## src/rtl/wb_commit_unit.sv

```systemverilog
// Writeback commit stage: selects the result source, waits for load data when needed,
// and drives a registered register-file write port plus a retired-result counter.
module wb_commit_unit #(
  parameter int unsigned DATA = 32,
  parameter int unsigned ADDR = 5
) (
  input  logic            clk,
  input  logic            rstn,
  input  logic            in_valid,
  output logic            in_ready,
  input  logic [ADDR-1:0] in_rd,
  input  logic [1:0]      in_src,
  input  logic [2:0]      in_funct3,
  input  logic [DATA-1:0] in_alu,
  input  logic [DATA-1:0] in_pc4,
  input  logic [DATA-1:0] in_imm,
  input  logic [DATA-1:0] mem_rdata,
  input  logic            mem_ready,
  output logic            WE,
  output logic [ADDR-1:0] WA,
  output logic [DATA-1:0] WD,
  output logic [DATA-1:0] retire_cnt
);

  typedef enum logic [0:0] {StIdle, StWaitMem} state_e;

  state_e          state_q, state_d;
  logic            we_q;
  logic [ADDR-1:0] wa_q, wa_d;
  logic [DATA-1:0] wd_q, wd_d;
  logic [DATA-1:0] cnt_q;
  logic [ADDR-1:0] ld_rd_q, ld_rd_d;
  logic [2:0]      ld_f3_q, ld_f3_d;
  logic [1:0]      ld_off_q, ld_off_d;

  logic            accept;
  logic            commit;
  logic [DATA-1:0] src_sel;
  logic [7:0]      ld_byte;
  logic [15:0]     ld_half;
  logic [DATA-1:0] ld_ext;

  assign in_ready = (state_q == StIdle);
  assign accept   = in_valid && in_ready;

  always_comb begin
    src_sel = in_alu;
    unique case (in_src)
      2'b00:   src_sel = in_alu;
      2'b10:   src_sel = in_pc4;
      2'b11:   src_sel = in_imm;
      default: src_sel = in_alu;
    endcase
  end

  // Byte/halfword lanes assume a 32-bit-or-wider data word.
  assign ld_byte = mem_rdata[{ld_off_q, 3'b000} +: 8];
  assign ld_half = ld_off_q[1] ? mem_rdata[31:16] : mem_rdata[15:0];

  always_comb begin
    ld_ext = mem_rdata;
    case (ld_f3_q)
      3'b000:  ld_ext = {{(DATA-8){ld_byte[7]}}, ld_byte};
      3'b001:  ld_ext = {{(DATA-16){ld_half[15]}}, ld_half};
      3'b010:  ld_ext = mem_rdata;
      3'b100:  ld_ext = {{(DATA-8){1'b0}}, ld_byte};
      3'b101:  ld_ext = {{(DATA-16){1'b0}}, ld_half};
      default: ld_ext = mem_rdata;
    endcase
  end

  always_comb begin
    state_d  = state_q;
    commit   = 1'b0;
    wa_d     = wa_q;
    wd_d     = wd_q;
    ld_rd_d  = ld_rd_q;
    ld_f3_d  = ld_f3_q;
    ld_off_d = ld_off_q;
    unique case (state_q)
      StIdle: begin
        if (accept) begin
          if (in_src == 2'b01) begin
            ld_rd_d  = in_rd;
            ld_f3_d  = in_funct3;
            ld_off_d = in_alu[1:0];
            state_d  = StWaitMem;
          end else begin
            commit = 1'b1;
            wa_d   = in_rd;
            wd_d   = src_sel;
          end
        end
      end
      StWaitMem: begin
        if (mem_ready) begin
          commit  = 1'b1;
          wa_d    = ld_rd_q;
          wd_d    = ld_ext;
          state_d = StIdle;
        end
      end
      default: state_d = StIdle;
    endcase
  end

  always_ff @(posedge clk or negedge rstn) begin
    if (!rstn) begin
      state_q  <= StIdle;
      we_q     <= 1'b0;
      wa_q     <= '0;
      wd_q     <= '0;
      cnt_q    <= '0;
      ld_rd_q  <= '0;
      ld_f3_q  <= '0;
      ld_off_q <= '0;
    end else begin
      state_q  <= state_d;
      // x0 writes are suppressed but still retire.
      we_q     <= commit && (wa_d != '0);
      wa_q     <= wa_d;
      wd_q     <= wd_d;
      cnt_q    <= cnt_q + {{(DATA-1){1'b0}}, commit};
      ld_rd_q  <= ld_rd_d;
      ld_f3_q  <= ld_f3_d;
      ld_off_q <= ld_off_d;
    end
  end

  assign WE         = we_q;
  assign WA         = wa_q;
  assign WD         = wd_q;
  assign retire_cnt = cnt_q;

endmodule

```

## config.mk

```make
export PLATFORM = sky130hd
export DESIGN_NAME = wb_commit_unit
export DESIGN_NICKNAME = d
export VERILOG_FILES = /design/src/rtl/wb_commit_unit.sv
export SDC_FILE = /design/constraint.sdc
export NUM_CORES = 1
export LEC_CHECK = 0
export CAP_MARGIN = 20
export CORE_ASPECT_RATIO = 1.5
export CORE_UTILIZATION = 60
export CTS_CLUSTER_DIAMETER = 40
export DETAILED_ROUTE_END_ITERATION = 7
export DONT_BUFFER_PORTS = 1
export PLACE_DENSITY = 0.8
export SLEW_MARGIN = 20
export SYNTH_ARGS = -nofsm -noshare
export SYNTH_HDL_FRONTEND = slang
export SYNTH_SLANG_ARGS = --single-unit
```

## constraint.sdc

```tcl
create_clock -name clk -period 5.4 [get_ports clk]
set_input_delay 0.54 -clock clk [delete_from_list [all_inputs] [get_ports clk]]
set_output_delay 0.54 -clock clk [all_outputs]
set_load 0.05 [all_outputs]
```

# Word-level counts from Yosys, hierarchy flattened
# Cells that the tools add are included.
# totals
regBits	81
# op_classes
add_sub_neg	1
eq_ne	9
shifts	1
mux	19
n_bitwise	1
n_reduce_logical	6
# ops
cell	n
$pmux 32 s2	2
$pmux 32 s4	1
$mux 32	3
$add 32x1->32	1
$shiftx 32x6->8	1
$mux 16	1
$mux 5	3
$pmux 5 s2	1
$eq 3x3->1 const B	2
$mux 1	6
$reduce_and 3->1	2
$reduce_bool 5->1	1
$eq 2x2->1 const B	2
$ne 2x2->1 const B	2
$pmux 1 s2	2
$eq 3x1->1 const B	1
$logic_not 3->1	1
$eq 2x1->1 const B	1
$logic_and 1x1->1	2
$ne 2x1->1 const B	1
$not 1->1	1

# Logic depth before layout (Yosys ltp)
# Gate-level depths: netlist (run 1).
# depth
ltp_word	6
ltp_mapped	13
mapped_depth_nobuf	9

# Least setup slack after synthesis (run 1)
# Ideal clock, no wire load.
# synth_path
path_type	input to register
start	input port in_src[0]
end	register cnt_q[26], in the netlist retire_cnt[26]
setup_time_ps	142
t_arrival_ps	2844
t_required_ps	5258
slack_ps	2414
cell_stages	13
n_path_buf	4
cell_sequence	buf_4 > nand2b_2 > a31oi_4 > inv_2 > clkbuf_1 > ha_1 > ha_1 > and4_1 > clkbuf_1 > nor2b_1 > clkbuf_1 > nand3_1 > xnor2_1
# synth_between
elab_chain_len	5
# synth_rtl
element	line_no	text
from (decl)	12	input logic [1:0] in_src,
$eq 2x1->1	83	if (in_src == 2'b01) begin
$mux 1	83	
$mux 1	82	if (accept) begin
$pmux 1 s2	80	unique case (state_q)
$add 32x1->32	123	cnt_q <= cnt_q + {{(DATA-1){1'b0}}, commit};
to (signal assigned)	123	
to (decl)	31	logic [DATA-1:0] cnt_q;
# No other way between the ends.
# A chain may end at the register's enable or synchronous reset.

# Final worst setup path (run 1)
# layout_path
start	register state_q
end	register cnt_q[26], in the netlist retire_cnt[26]
# layout_between
elab_chain_len	5
# layout_rtl
element	line_no	text
from (decl)	27	state_e state_q, state_d;
from (signal assigned)	109	state_q <= StIdle;
from (signal assigned)	118	state_q <= state_d;
$not 1->1 (no source line) *	n/a	
named net in_ready	10	output logic in_ready,
$logic_and 1x1->1	44	assign accept = in_valid && in_ready;
$mux 1	82	
$pmux 1 s2 *	80	
$add 32x1->32 *	123	
# The timed path passes the listed nets; every way through them passes the cells marked *.

==> impl_metrics.ini, run 1 <==
[outcome]
outcome = completed

[layout]
number_of_antenna_cells_inserted = 0
drive_gt1_frac = 0.0928
finalNetCount = 626
postLayoutCellArea_um2 = 5090
flow.area_growth_from_synthesis_pct = 8.05

[global_route]
grt_overflow_total = 0
grt_use_met1 = 0.348
global_route.usage.met2 = 0.516
groute.layer.met3.usage = 0.120
maximum_number_of_pins_on_one_net_before_global_route_repair = 82
first_global_vias = 3749
global_route_wire_length_before_repair_um = 19000
total_routing_usage_gr = 0.307
top_usage_layer = met2
antenna_found_initial = 0

[floorplanning]
boundaryPins = 213
die_span_y_um = 111
design.die.area_um2 = 8220
die-width_um = 74.3
floorplan.core_area_um2 = 7610
start_util = 0.619
placementRows = 39

[pwr]
power.combinational.fraction = 0.150
clockPowerShare = 0.315
power.sequential.fraction = 0.535
leakage_nw = 2.22
power.switching_fraction = 0.396
worst_ir_drop_vdd_v = 0.000262
power.density_nw_per_um2 = 433
switchingPower_uw = 873
cellInternalPower_mw = 1.33

[placed_design]
placement.setup.worst_slack_ns = 1.94
place.port_buffers = 0
gpl.final_weighted_congestion = 0.851
dpl.hpwl_um = 9050
dpl_cell_area_um2 = 4720

[timing]
rsz0062_at_grt = false
period_share = 0.642
report.final.hold_viol_count = 0
final.setup_skew_ns = 0.00593
achievable-frequency_ghz = 0.288
worst-slew-pin-transition_ns = 0.860
setup_total_negative_slack_ns = 0
setup_ws_ns = 1.93
finalMaxSlewViolations = 0
period_minus_slack_ns = 3.47
setup-violations-final = 0
timing.slew.headroom = 0.426

[logic_synthesis]
ys_ff_latch = 81
synth.cell_area_um2 = 4710
gate_count_after_technology_mapping = 500
synth_top_cell_area_share = 0.430
mappedNetlistNets = 645
number_of_warning_messages_in_the_yosys_log = 0
synth_cell_types = 43
synthTopCellsByArea = sky130_fd_sc_hd__dfrtp_1, sky130_fd_sc_hd__mux2i_1, sky130_fd_sc_hd__xnor2_1
synth_area_per_cell_um2 = 9.42
ys_seq_area_frac = 0.430
yosysTopAreaCell = sky130_fd_sc_hd__dfrtp_1

[detailed_routing]
routed_wl_um = 12000
via_count = 3722
drt_first_pass_iters = 4
routed_via_density = 6.34
first_iter_violations = 157
detail_route.wl_per_cell_um = 20.4
drtAntennaViolNets = 0
drc_markers = 0

[clock_network]
clock_sinks = 81
cts.htree.levels = 3
cts_root_buf = sky130_fd_sc_hd__clkbuf_16
post_cts_buffers = 0
cts.path.max_buffers = 2
register_clock_pin_slew_on_the_reported_worst_setup_and_hold_paths_ns = 0.06
cts_inserted_buffers = 9
tritoncts = yes
clock_insertion_delay_worst_skew_ns = 0.33

[critical_path]
worst-endpoint-arrival_ns = 3.65
type_of_destination_of_the_critical_path = flop
startpoint_type = flop
worstPathMaxFanout = 18
critical_path_required_ns = 5.59
critical_path_class = flop to flop

[job]
cap_viol_max_count = 0

[min_path]
min-delay-path-class = input pin to async pin
-- final cells by class --
class                      instances  area, um^2
sequential                        81        2030
timing repair buffer               3        42.5
multi-input combinational        368        2480
tap                              102         128
clock buffer                      10         239
clock inverter                     5         104
inverter                          18        67.6
fill                             642        2520
-- timing repair --
action,4_1_cts,5_1_grt
hold buffers,1,0
gates resized for setup,0,0
endpoints found under the hold margin,81,0
-- layout by cell type, fill, tap and decap left out, drive strengths merged --
master   netlist  final
mux2          18     18
or4            1      1
o31a           1      1
a221oi         9      9
a221o         12     12
and4           7      7
nand3         10     10
bufinv         0      3
clkbuf        26     10
clkinv         0      2
o21ai         16     16
nand2         59     59
mux2i         36     36
buf            7      3
nor2          50     50
a21o           1      1
and3           9      9
o2bb2ai       16     16
or2b           1      1
nand2b         2      2
nor3b          1      1
mux4           1      1
o221ai         7      7
xor2           3      3
xnor2         27     27
ha             3      3
and2           5      5
nand4          9      9
a31oi         15     15
a21oi         34     34
dfrtp         81     81
o22ai          3      3
o211ai         7      7
inv           18     18
o21a           1      1
nor2b          4      4
-- power by group through the flow --
stage                     clock network, mW  logic (mW)  registers [mW]
after floorplan                           0       0.318            1.11
after global placement                    0       0.306            1.18
after detailed placement                  0       0.318            1.19
after CTS                             0.709       0.332            1.18
after global routing                  0.733       0.376            1.20
final                                 0.694       0.330            1.18
-- sequential cells by signal, indices dropped and copies added, names as in the netlist --
register    flops
ld_f3_q         3
ld_rd_q         5
ld_off_q        2
WA              5
retire_cnt     32
state_q         1
WD             32
WE              1
-- metrics by stage --
step / util / std cells / total power [mW] / hold WS (ns)
3_3_place_gp: 0.620 / 571 / 1.49 / 0.247
5_1_grt: 0.669 / 587 / 2.31 / 0.127
6_report: 0.669 / 587 / 2.20 / 0.116
2_1_floorplan: - / 500 / 1.43 / 0.244
3_5_place_dp: 0.620 / 571 / 1.51 / 0.247
4_1_cts: 0.669 / 587 / 2.22 / 0.111
-- kinds of logic after synthesis --
logic type,share of synthesized area
fa+ha+maj,0.00797
mux,0.124
buf+inv,0.0430
simple gates,0.156
flops,0.430
xor+xnor,0.0558
compound gates,0.182
-- routing by layer --
layer / wire, um / vias up
li1: - / 1770
met1: 4290 / 1747
met2: 6320 / 189
met3: 1210 / 16
met4: 168 / 0
met5: 0 / -
-- critical path, stage by stage (launching register included) --
cell and delay, ns:
sky130_fd_sc_hd__dfrtp_1 0.57, sky130_fd_sc_hd__buf_4 0.31, sky130_fd_sc_hd__inv_2 0.33, sky130_fd_sc_hd__a31oi_4 0.15, sky130_fd_sc_hd__inv_2 0.26, sky130_fd_sc_hd__ha_1 0.31, sky130_fd_sc_hd__ha_1 0.23, sky130_fd_sc_hd__and4_1 0.34
sky130_fd_sc_hd__nor2b_1 0.48, sky130_fd_sc_hd__nand3_1 0.16, sky130_fd_sc_hd__xnor2_1 0.16
-- final timing paths --
| check | startpoint | end | slack (ns) | cells after the start |
|---|---|---|---|---|
| hold reg to reg | ld_rd_q[2] | ld_rd_q[2] | 0.51 | 1 |
| setup reg to reg | state_q | retire_cnt[26] | 1.93 | 10 |
| min in group clk | mem_ready | state_q | 0.32 | 1 |
| setup / recovery | state_q | retire_cnt[26] | 1.93 | 10 |
| hold / removal | rstn | retire_cnt[17] | 0.12 | 1 |
| max in group asynchronous | rstn | ld_f3_q[1] | 4.97 | 1 |
-- synth_stat cells, drive strengths merged --
cell type / instances
o2bb2ai: 16
buf: 7
inv: 18
a221o: 12
nand2: 59
nand2b: 2
a21o: 1
o221ai: 7
ha: 3
xnor2: 27
o21ai: 16
or4: 1
xor2: 3
clkbuf: 26
mux2i: 36
and3: 9
nor2: 50
o211ai: 7
a221oi: 9
a31oi: 15
and4: 7
o22ai: 3
o31a: 1
or2b: 1
a21oi: 34
nand4: 9
dfrtp: 81
and2: 5
nor3b: 1
nor2b: 4
mux2: 18
o21a: 1
mux4: 1
nand3: 10
Power figures use the tool's default switching activity.
==> inputs of run 2 (changes only) <==
- CORE_UTILIZATION: 60 -> 58
- clock period: 5.4 -> 3.15 ns (I/O delays scaled with it)
==> run 2 against run 1 <==
Die area rose by 3.4%. Core utilization fell by 0.46 points. Clock power rose by 71%. Hold slack got worse by 0.035 ns. Critical path depth fell by 1. Critical path type unchanged. Highest routed layer unchanged.
==> impl_metrics.ini, run 2 (same netlist as run 1, synthesis figures left out) <==
[critical_path]
startpoint_type = flop
worst-endpoint-arrival_ns = 2.97
type_of_destination_of_the_critical_path = flop
crit_chain = and2_2 -> a31oi_4 -> inv_2 -> ha_1 -> ha_1 -> and4_1 -> nor2b_2 -> nand3_1 -> xnor2_1
cp_slowest_stage_delay_ns = 0.52
critical_path.most_common_cell = sky130_fd_sc_hd__ha_1
worstPathMaxFanout = 17
critical_path_class = flop to flop
critical_path_required_ns = 3.35
cp_slowest_cell = sky130_fd_sc_hd__dfrtp_1

[timing]
setup-violations-final = 0
period_share = 0.879
report.final.hold_viol_count = 0
achievable-frequency_ghz = 0.361
worst-slew-pin-transition_ns = 0.797
setup_total_negative_slack_ns = 0
timing.slew.headroom = 0.467
period_minus_slack_ns = 2.77
final.setup_skew_ns = 0.00541
finalMaxSlewViolations = 0
rsz0062_at_grt = false

[floorplanning]
floorplan.core_area_um2 = 7760
design.die.area_um2 = 8490
boundaryPins = 213
start_util = 0.607
placementRows = 39
die-width_um = 75.6
die_span_y_um = 112

[layout]
drive_gt1_frac = 0.105
most-common-layout-cells = sky130_fd_sc_hd__dfrtp_1, sky130_fd_sc_hd__nand2_1, sky130_fd_sc_hd__nor2_1
nFillCells = 620
number_of_antenna_cells_inserted = 0
finalNetCount = 633
final_cell_count_no_fill = 595
mostFrequentLayoutCell = sky130_fd_sc_hd__dfrtp_1
flow.area_growth_from_synthesis_pct = 9.38

[clock_network]
clock_insertion_delay_worst_skew_ns = 0.34
cts_root_buf = sky130_fd_sc_hd__clkbuf_16
register_clock_pin_slew_on_the_reported_worst_setup_and_hold_paths_ns = 0.06
cts_inserted_buffers = 9
tritoncts = yes
cts.path.max_buffers = 2
cts.htree.levels = 3
post_cts_buffers = 0
clock_sinks = 81

[placed_design]
place.port_buffers = 0
dpl.hpwl_um = 9260
dp.cells = 577
gpl.final_weighted_congestion = 0.895

[min_path]
min-delay-path-class = input pin to flop

[detailed_routing]
drc_markers = 0
routed_via_density = 6.43
drtAntennaViolNets = 0
first_iter_violations = 256
via_count = 3827
detail_route.wl_per_cell_um = 20.8
routed_wl_um = 12400
drt_first_pass_iters = 5

[global_route]
global_route_wire_length_before_repair_um = 18900
antenna_found_initial = 0
first_global_vias = 3786
total_routing_usage_gr = 0.300
maximum_number_of_pins_on_one_net_before_global_route_repair = 82
grt_overflow_total = 0

[job]
cap_viol_max_count = 0

[pwr]
power.density_nw_per_um2 = 740
worst_ir_drop_vdd_v = 0.000437
leakage_nw = 2.26
report.power.total_mw = 3.81

[outcome]
outcome = completed
-- run 2: cell types whose count changed in the layout (fill, tap and decap cells not counted), sizes merged --
| cell | change |
|---|---|
| buf | +6 |
| bufinv | -1 |
| clkbuf | +3 |
| clkinv | -2 |
| dlygate4sd3 | +1 |
| inv | +1 |
-- run 2: final timing paths --
check	from	to	slack (ns)	depth (start not counted)
setup / recovery	state_q	retire_cnt[26]	0.38	9
hold / removal	mem_ready	state_q	0.08	1
setup reg to reg	state_q	retire_cnt[26]	0.38	9
hold reg to reg	ld_rd_q[2]	ld_rd_q[2]	0.51	1
max in group asynchronous	rstn	WD[1]	2.29	2
min in group asynchronous	rstn	retire_cnt[17]	0.55	2
-- run 2: through the flow --
step / util / area, um^2 / hold slack [ns] / setup WS, ns
after floorplan: - / 4710 / 0.0194 / 0.190
after global placement: 0.614 / 4760 / 0.0216 / 0.387
after detailed placement: 0.614 / 4760 / 0.0210 / 0.275
after CTS: 0.664 / 5150 / 0.0617 / 0.235
after global routing: 0.664 / 5150 / 0.0647 / 0.143
final: 0.664 / 5150 / 0.0806 / 0.382
-- run 2: where the power goes --
group	switching, mW	internal [mW]
clock network	0.410	0.783
registers	0.705	1.22
logic	0.399	0.300
total	1.51	2.30
-- run 2: final cells by class --
type | count | area, um^2 | share of cell area
well taps | 102 | 128 | 0.0248
multi-input cells | 368 | 2480 | 0.482
repair buffers | 10 | 97.6 | 0.0189
flip-flops and latches | 81 | 2030 | 0.393
inverters | 18 | 67.6 | 0.0131
clock buffers | 13 | 280 | 0.0544
clock inverters | 3 | 68.8 | 0.0134
-- run 2: metal layers --
| metal | wire length [um] | track usage | up-vias |
|---|---|---|---|
| met2 | 6560 | 0.526 | 183 |
| met3 | 1160 | 0.109 | 20 |
| met1 | 4450 | 0.325 | 1841 |
| met4 | 227 | 0.102 | 0 |
| li1 | - | - | 1783 |
| met5 | 0 | 0 | - |
-- run 2: timing repair --
item                                    in CTS  in global routing
hold buffers                                 2                  0
resized for setup                            0                  1
endpoints found under the setup margin       0                  2
endpoints found under the hold margin       81                  0
-- run 2: critical path: cells and delay by family, from the launching register on --
| kind | cells | cell delay, ns |
|---|---|---|
| buffers and inverters | 1 | 0.25 |
| adder cells (fa/ha/maj) | 2 | 0.55 |
| AND/OR/NAND/NOR | 4 | 1.11 |
| AO/OA/AOI/OAI | 1 | 0.04 |
| flip-flops | 1 | 0.52 |
| XOR/XNOR | 1 | 0.16 |
